### config.mk
export PLATFORM = sky130hd
export DESIGN_NAME = pipe_skid_reg_flat
export DESIGN_NICKNAME = d
export VERILOG_FILES = /design/src/rtl/pipe_skid_reg_pkg.sv /design/src/rtl/pipe_skid_reg_if.sv /design/src/rtl/pipe_skid_reg_data_reg.sv /design/src/rtl/pipe_skid_reg.sv /design/src/flat_wrapper.sv
export SDC_FILE = /design/constraint.sdc
export NUM_CORES = 1
export LEC_CHECK = 0
export CAP_MARGIN = 20
export CORE_ASPECT_RATIO = 0.7
export CORE_MARGIN = 10
export CORE_UTILIZATION = 29
export DETAILED_ROUTE_END_ITERATION = 12
export GPL_TIMING_DRIVEN = 0
export SLEW_MARGIN = 20
export SYNTH_ARGS = -nofsm -noshare
export SYNTH_HDL_FRONTEND = slang
export SYNTH_HIERARCHICAL = 1
export SYNTH_SLANG_ARGS = --single-unit
### constraint.sdc
create_clock -name Clk -period 2.29 [get_ports Clk]
set_clock_uncertainty 0.05 [all_clocks]
set_input_delay 0.458 -clock Clk [delete_from_list [all_inputs] [get_ports Clk]]
set_output_delay 0.458 -clock Clk [all_outputs]
set_load 0.05 [all_outputs]
### src/rtl/pipe_skid_reg_pkg.sv
// Shared definitions for the skid-buffered pipeline stage register.
package pipe_pkg;

    // Occupancy-encoded state; the unused code 2'd3 is treated as illegal
    // and recovers to ST_EMPTY.
    typedef enum logic [1:0] {
        ST_EMPTY = 2'd0,
        ST_ONE   = 2'd1,
        ST_FULL  = 2'd2
    } state_t;

    localparam int CNT_W_DEFAULT = 32;

endpackage

### src/rtl/pipe_skid_reg_if.sv
// Ready/valid handshake bundle for one pipeline stage: upstream side and
// downstream side of the stage register.
interface pipe_skid_reg_if #(
    parameter int WIDTH = 256
);
    logic               in_valid;
    logic               in_ready;
    logic [0:WIDTH-1]   in;
    logic               out_valid;
    logic               out_ready;
    logic [0:WIDTH-1]   out;

    // View of the stage register itself.
    modport slave (
        input  in_valid, in, out_ready,
        output in_ready, out_valid, out
    );

    // View of the environment driving upstream and consuming downstream.
    modport master (
        output in_valid, in, out_ready,
        input  in_ready, out_valid, out
    );
endinterface

### src/rtl/pipe_skid_reg_data_reg.sv
// Payload register with synchronous clear to the NOP pattern.
module pipe_data_reg #(
    parameter int               WIDTH     = 256,
    parameter logic [0:WIDTH-1] NOP_VALUE = '0
) (
    input  logic              Clk,
    input  logic              Rst,
    input  logic              clr,
    input  logic              load,
    input  logic [0:WIDTH-1]  d,
    output logic [0:WIDTH-1]  q
);

    // Clear (reset or squash) wins over load.
    always_ff @(posedge Clk) begin
        if (Rst || clr) begin
            q <= NOP_VALUE;
        end else if (load) begin
            q <= d;
        end
    end

endmodule

### src/rtl/pipe_skid_reg.sv
// Pipeline stage register with ready/valid handshake, 2-entry skid buffer,
// flush-to-NOP and a saturating stall counter. in_ready/out_valid are
// decoded from registered state only, so no combinational ready path exists.
module pipe_skid_reg
    import pipe_pkg::*;
#(
    parameter int               WIDTH     = 256,
    parameter logic [0:WIDTH-1] NOP_VALUE = '0,
    parameter int               CNT_W     = CNT_W_DEFAULT
) (
    input  logic              Clk,
    input  logic              Rst,
    input  logic              flush,
    pipe_skid_reg_if.slave    bus,
    output logic [1:0]        occupancy,
    output logic [CNT_W-1:0]  stall_cycles
);

    state_t            state;
    logic              in_ready_int;
    logic              out_valid_int;
    logic              accept;
    logic              emit;

    logic              main_clr;
    logic              main_load;
    logic [0:WIDTH-1]  main_d;
    logic [0:WIDTH-1]  main_q;
    logic              skid_clr;
    logic              skid_load;
    logic [0:WIDTH-1]  skid_q;

    function automatic logic [CNT_W-1:0] sat_inc(input logic [CNT_W-1:0] v);
        return (&v) ? v : v + {{(CNT_W-1){1'b0}}, 1'b1};
    endfunction

    assign in_ready_int  = (state != ST_FULL);
    assign out_valid_int = (state != ST_EMPTY);
    assign accept        = bus.in_valid & in_ready_int & ~flush;
    assign emit          = out_valid_int & bus.out_ready & ~flush;

    assign bus.in_ready  = in_ready_int;
    assign bus.out_valid = out_valid_int;
    assign bus.out       = main_q;

    // Occupancy mirrors the state; an illegal code reports empty.
    always_comb begin
        occupancy = 2'd0;
        case (state)
            ST_ONE:  occupancy = 2'd1;
            ST_FULL: occupancy = 2'd2;
            default: occupancy = 2'd0;
        endcase
    end

    // Data-path steering: which register loads, clears, and what feeds main.
    always_comb begin
        main_clr  = flush;
        main_load = 1'b0;
        main_d    = bus.in;
        skid_clr  = flush;
        skid_load = 1'b0;
        case (state)
            ST_EMPTY: begin
                main_load = accept;
            end
            ST_ONE: begin
                main_load = accept & emit;
                main_clr  = flush | (emit & ~accept);
                skid_load = accept & ~emit;
            end
            ST_FULL: begin
                main_d    = skid_q;
                main_load = emit;
                skid_clr  = flush | emit;
            end
            default: begin
                main_clr  = 1'b1;
                skid_clr  = 1'b1;
            end
        endcase
    end

    // Occupancy state machine: reset, then flush, then handshake transitions.
    always_ff @(posedge Clk) begin
        if (Rst) begin
            state <= ST_EMPTY;
        end else if (flush) begin
            state <= ST_EMPTY;
        end else begin
            case (state)
                ST_EMPTY: if (accept) state <= ST_ONE;
                ST_ONE: begin
                    if (accept && !emit)      state <= ST_FULL;
                    else if (emit && !accept) state <= ST_EMPTY;
                end
                ST_FULL:  if (emit) state <= ST_ONE;
                default:  state <= ST_EMPTY;
            endcase
        end
    end

    // Stall counter: counts stalled cycles including flush cycles, only Rst clears.
    always_ff @(posedge Clk) begin
        if (Rst) begin
            stall_cycles <= '0;
        end else if (out_valid_int && !bus.out_ready) begin
            stall_cycles <= sat_inc(stall_cycles);
        end
    end

    pipe_data_reg #(
        .WIDTH     (WIDTH),
        .NOP_VALUE (NOP_VALUE)
    ) u_main (
        .Clk  (Clk),
        .Rst  (Rst),
        .clr  (main_clr),
        .load (main_load),
        .d    (main_d),
        .q    (main_q)
    );

    pipe_data_reg #(
        .WIDTH     (WIDTH),
        .NOP_VALUE (NOP_VALUE)
    ) u_skid (
        .Clk  (Clk),
        .Rst  (Rst),
        .clr  (skid_clr),
        .load (skid_load),
        .d    (bus.in),
        .q    (skid_q)
    );

endmodule

### src/flat_wrapper.sv
// flat-port wrapper written by rule: the top's interface ports become plain ports
module pipe_skid_reg_flat import pipe_pkg::*;
#(
    parameter int               WIDTH     = 256,
    parameter logic [0:WIDTH-1] NOP_VALUE = '0,
    parameter int               CNT_W     = CNT_W_DEFAULT
)
  (Clk, Rst, flush, occupancy, stall_cycles, bus_in_valid, bus_in, bus_out_ready, bus_in_ready, bus_out_valid, bus_out);
  pipe_skid_reg_if #(.WIDTH(WIDTH)) bus_i ();
  input  logic Clk;
  input  logic Rst;
  input  logic flush;
  output logic [1:0] occupancy;
  output logic [CNT_W-1:0] stall_cycles;
  input wire logic [$bits(bus_i.in_valid)-1:0] bus_in_valid;
  input wire logic [$bits(bus_i.in)-1:0] bus_in;
  input wire logic [$bits(bus_i.out_ready)-1:0] bus_out_ready;
  output wire logic [$bits(bus_i.in_ready)-1:0] bus_in_ready;
  output wire logic [$bits(bus_i.out_valid)-1:0] bus_out_valid;
  output wire logic [$bits(bus_i.out)-1:0] bus_out;
  assign bus_i.in_valid = bus_in_valid;
  assign bus_i.in = bus_in;
  assign bus_i.out_ready = bus_out_ready;
  assign bus_in_ready = bus_i.in_ready;
  assign bus_out_valid = bus_i.out_valid;
  assign bus_out = bus_i.out;
  pipe_skid_reg #(.WIDTH(WIDTH), .NOP_VALUE(NOP_VALUE), .CNT_W(CNT_W)) u_core (.Clk(Clk), .Rst(Rst), .flush(flush), .bus(bus_i), .occupancy(occupancy), .stall_cycles(stall_cycles));
endmodule
==> reports/metrics.yaml <==
die:
  die_area_um2: 93400
  initial_core_util: 0.293
  dieWidth_um: 361
  coreArea_um2: 80700
  die_h_um: 259
  row_count: 87
  pin_count: 553
setup_path:
  criticalPathCategory: "in2reg"
  reg2reg_from: "u_core/stall_cycles[5]"
  rrSetupSlack_ns: 0.09
  cp.required_ns: 2.79
  r2r-end: "u_core/stall_cycles[27]"
  r2r_cells: 5
  cp-start-kind: "primary input"
  worstPathArrival_ns: 2.77
  critPathMaxFanout: 10
  end_kind: "flip-flop"
routing:
  routed_via_density: 4.43
  drt_first_iter_violations: 1101
  antenna_left: 0
  wl_per_cell_um: 19.0
  vias: 19700
  drc: 0
  drt-total-wl_mm: 84.3
  dr.pass1.iters: 6
synth:
  synth_edf_count: 0
  syn_area_per_cell_um2: 8.73
  synthesis.instances: 2704
  synth_nets: 2966
  ys_seq_area_frac: 0.463
  ys_async_sr_fraction: 0
  synth_flop_cell: "dfxtp_1"
  synth_area_um2: 23600
  synth_cell_type_count: 52
  yosys_warnings: 6
  ys_ff_latch: 546
finish:
  nets: 3577
  area_growth_pct: 37.0
  layout-drive-gt1-share: 0.0803
  seq_area_um2: 11000
  multi_input_area_um2: 11100
  final_util: 0.401
  final_area_um2: 32300
  most-common-layout-cells: "nand2_1, dfxtp_1, nor2_1"
  final_common_cell: "nand2_1"
  final_cells: 4437
  fillers: 8111
placement:
  routabilityCongestion: 0.815
  port_buffers: 551
  dp.cells: 4323
  place_area_um2: 30500
  dp_hpwl_mm: 63.8
timing:
  rsz0062_at_grt: "true"
  hold_viol: 0
  max_freq_mhz: 440
  period_needed_ns: 2.27
  setup_tns_ns: 0
  worstMarginPinSlew_ns: 0.940
  hold_slack_ns: 0.427
  maxSlewHeadroom: 0.373
  final-setup-viol-count: 0
  period_share: 0.992
  drv_slew: 0
hold_path:
  hold_class: "in2reg"
  worstHoldStart: "bus_in[142]"
  whs_path_depth: 3
  min_to: "u_core/u_skid/q[113]"
global_routing:
  grt_start_max_net_pins: 15
  first_global_vias: 19200
  grt_pass1_wl_mm: 126
  grt_usage: 0.173
  antenna_found_initial: 26
  grt_overflow_total: 0
status:
  status: "complete, no violations"
clock_network:
  cts_tree: "built"
  cts.sinks: 546
  cts.htree.levels: 2
  insertion_delay_ns: 0.62
  cts_buffers: 56
  clockBufferDepth: 3
  root_buffer: "clkbuf_16"
  path_clk_slew_ns: 0.06
power:
  power_per_cell_area_nw_per_um2: 690
  ir_drop_v: 0.000580
  leakagePower_uw: 0.0139
job:
  drv_cap: 0
==> per-layer routing <==
metal	global-route usage	part of all wire
met5	0	0.0024
met4	0.0463	0.022
met3	0.0656	0.085
met2	0.270	0.44
met1	0.223	0.45
==> critical path, cell delays in order <==
cell and delay, ns:
dlygate4sd3_1 0.56, buf_6 0.15, o21bai_4 0.21, or4b_4 0.51, a311o_4 0.39, or3_1 0.36
a21oi_1 0.13
==> kinds of logic after synthesis <==
family,after synthesis,synth area share
simple gates,1385,0.229
flops,546,0.463
mux,514,0.218
buf+inv,191,0.0708
compound gates,62,0.0166
xor+xnor,5,0.00185
fa+ha+maj,1,0.000530
==> worst max-delay path by stage <==
stage / from / to / depth (start not counted)
after floorplan: u_core/stall_cycles[10] / u_core/stall_cycles[27] / 5
after global placement: u_core/state[0] / occupancy[1] / 6
after detailed placement: u_core/state[0] / occupancy[1] / 6
after CTS: u_core/u_main/q[235] / bus_out[20] / 1
after global routing: u_core/stall_cycles[0] / u_core/stall_cycles[16] / 6
final: bus_out_ready / u_core/stall_cycles[27] / 7
==> power breakdown <==
part	switching, µW	leakage [µW]	internal, µW	total [µW]
Clock	4050	0.000995	6010	10100
Sequential	73.1	0.00442	9630	9710
Combinational	1430	0.00845	1120	2560
==> synthesized netlist by cell type, types with 6 or more instances <==
cell type  number  area share
a21oi_1        26      0.0055
buf_6          47       0.022
or3_1          16      0.0042
o21ai_0        17      0.0036
nand2b_1        6      0.0016
nand3_1        12      0.0025
nor2_1        527       0.084
mux2i_1       513        0.22
buf_2           8      0.0017
nand2_1       777        0.12
buf_8          40       0.025
nor3_1          6      0.0013
nand4_1        10      0.0026
buf_4          20      0.0064
clkbuf_1       60      0.0095
dfxtp_1       546        0.46
==> per-stage QoR <==
| stage | power, µW | worst slack (ns) |
|---|---|---|
| final | 22300 | 0.0178 |
| after global routing | 23200 | -0.103 |
| after CTS | 22700 | 0.000347 |
| after detailed placement | 12600 | -0.883 |
| after global placement | 12600 | -0.870 |
| after floorplan | 11500 | 0.00445 |
==> timing repair <==
| action | CTS | global route |
|---|---|---|
| pin swaps | 1 | 6 |
| gates resized for setup | 339 | 41 |
| setup endpoints to repair | 561 | 69 |
| setup buffers | 3 | 1 |
| endpoints found under the hold margin | 1 | 0 |
| hold buffers | 1 | 0 |
==> cell type report <==
class | instances | area share
buffer | 182 | 0.0534
inverter | 6 | 0.000928
antenna | 8 | 0.000619
multi-input combinational | 1967 | 0.342
clock buffer | 75 | 0.0493
tap | 1068 | 0.0413
clock inverter | 29 | 0.0130
sequential | 546 | 0.339
timing repair buffer | 556 | 0.161
==> state kept, by name, indices dropped and copies added (netlist names) <==
name                 cells
u_core/u_main/q        256
u_core/u_skid/q        256
u_core/state             2
u_core/stall_cycles     32
Note: power is estimated with default switching activity, not from simulation.
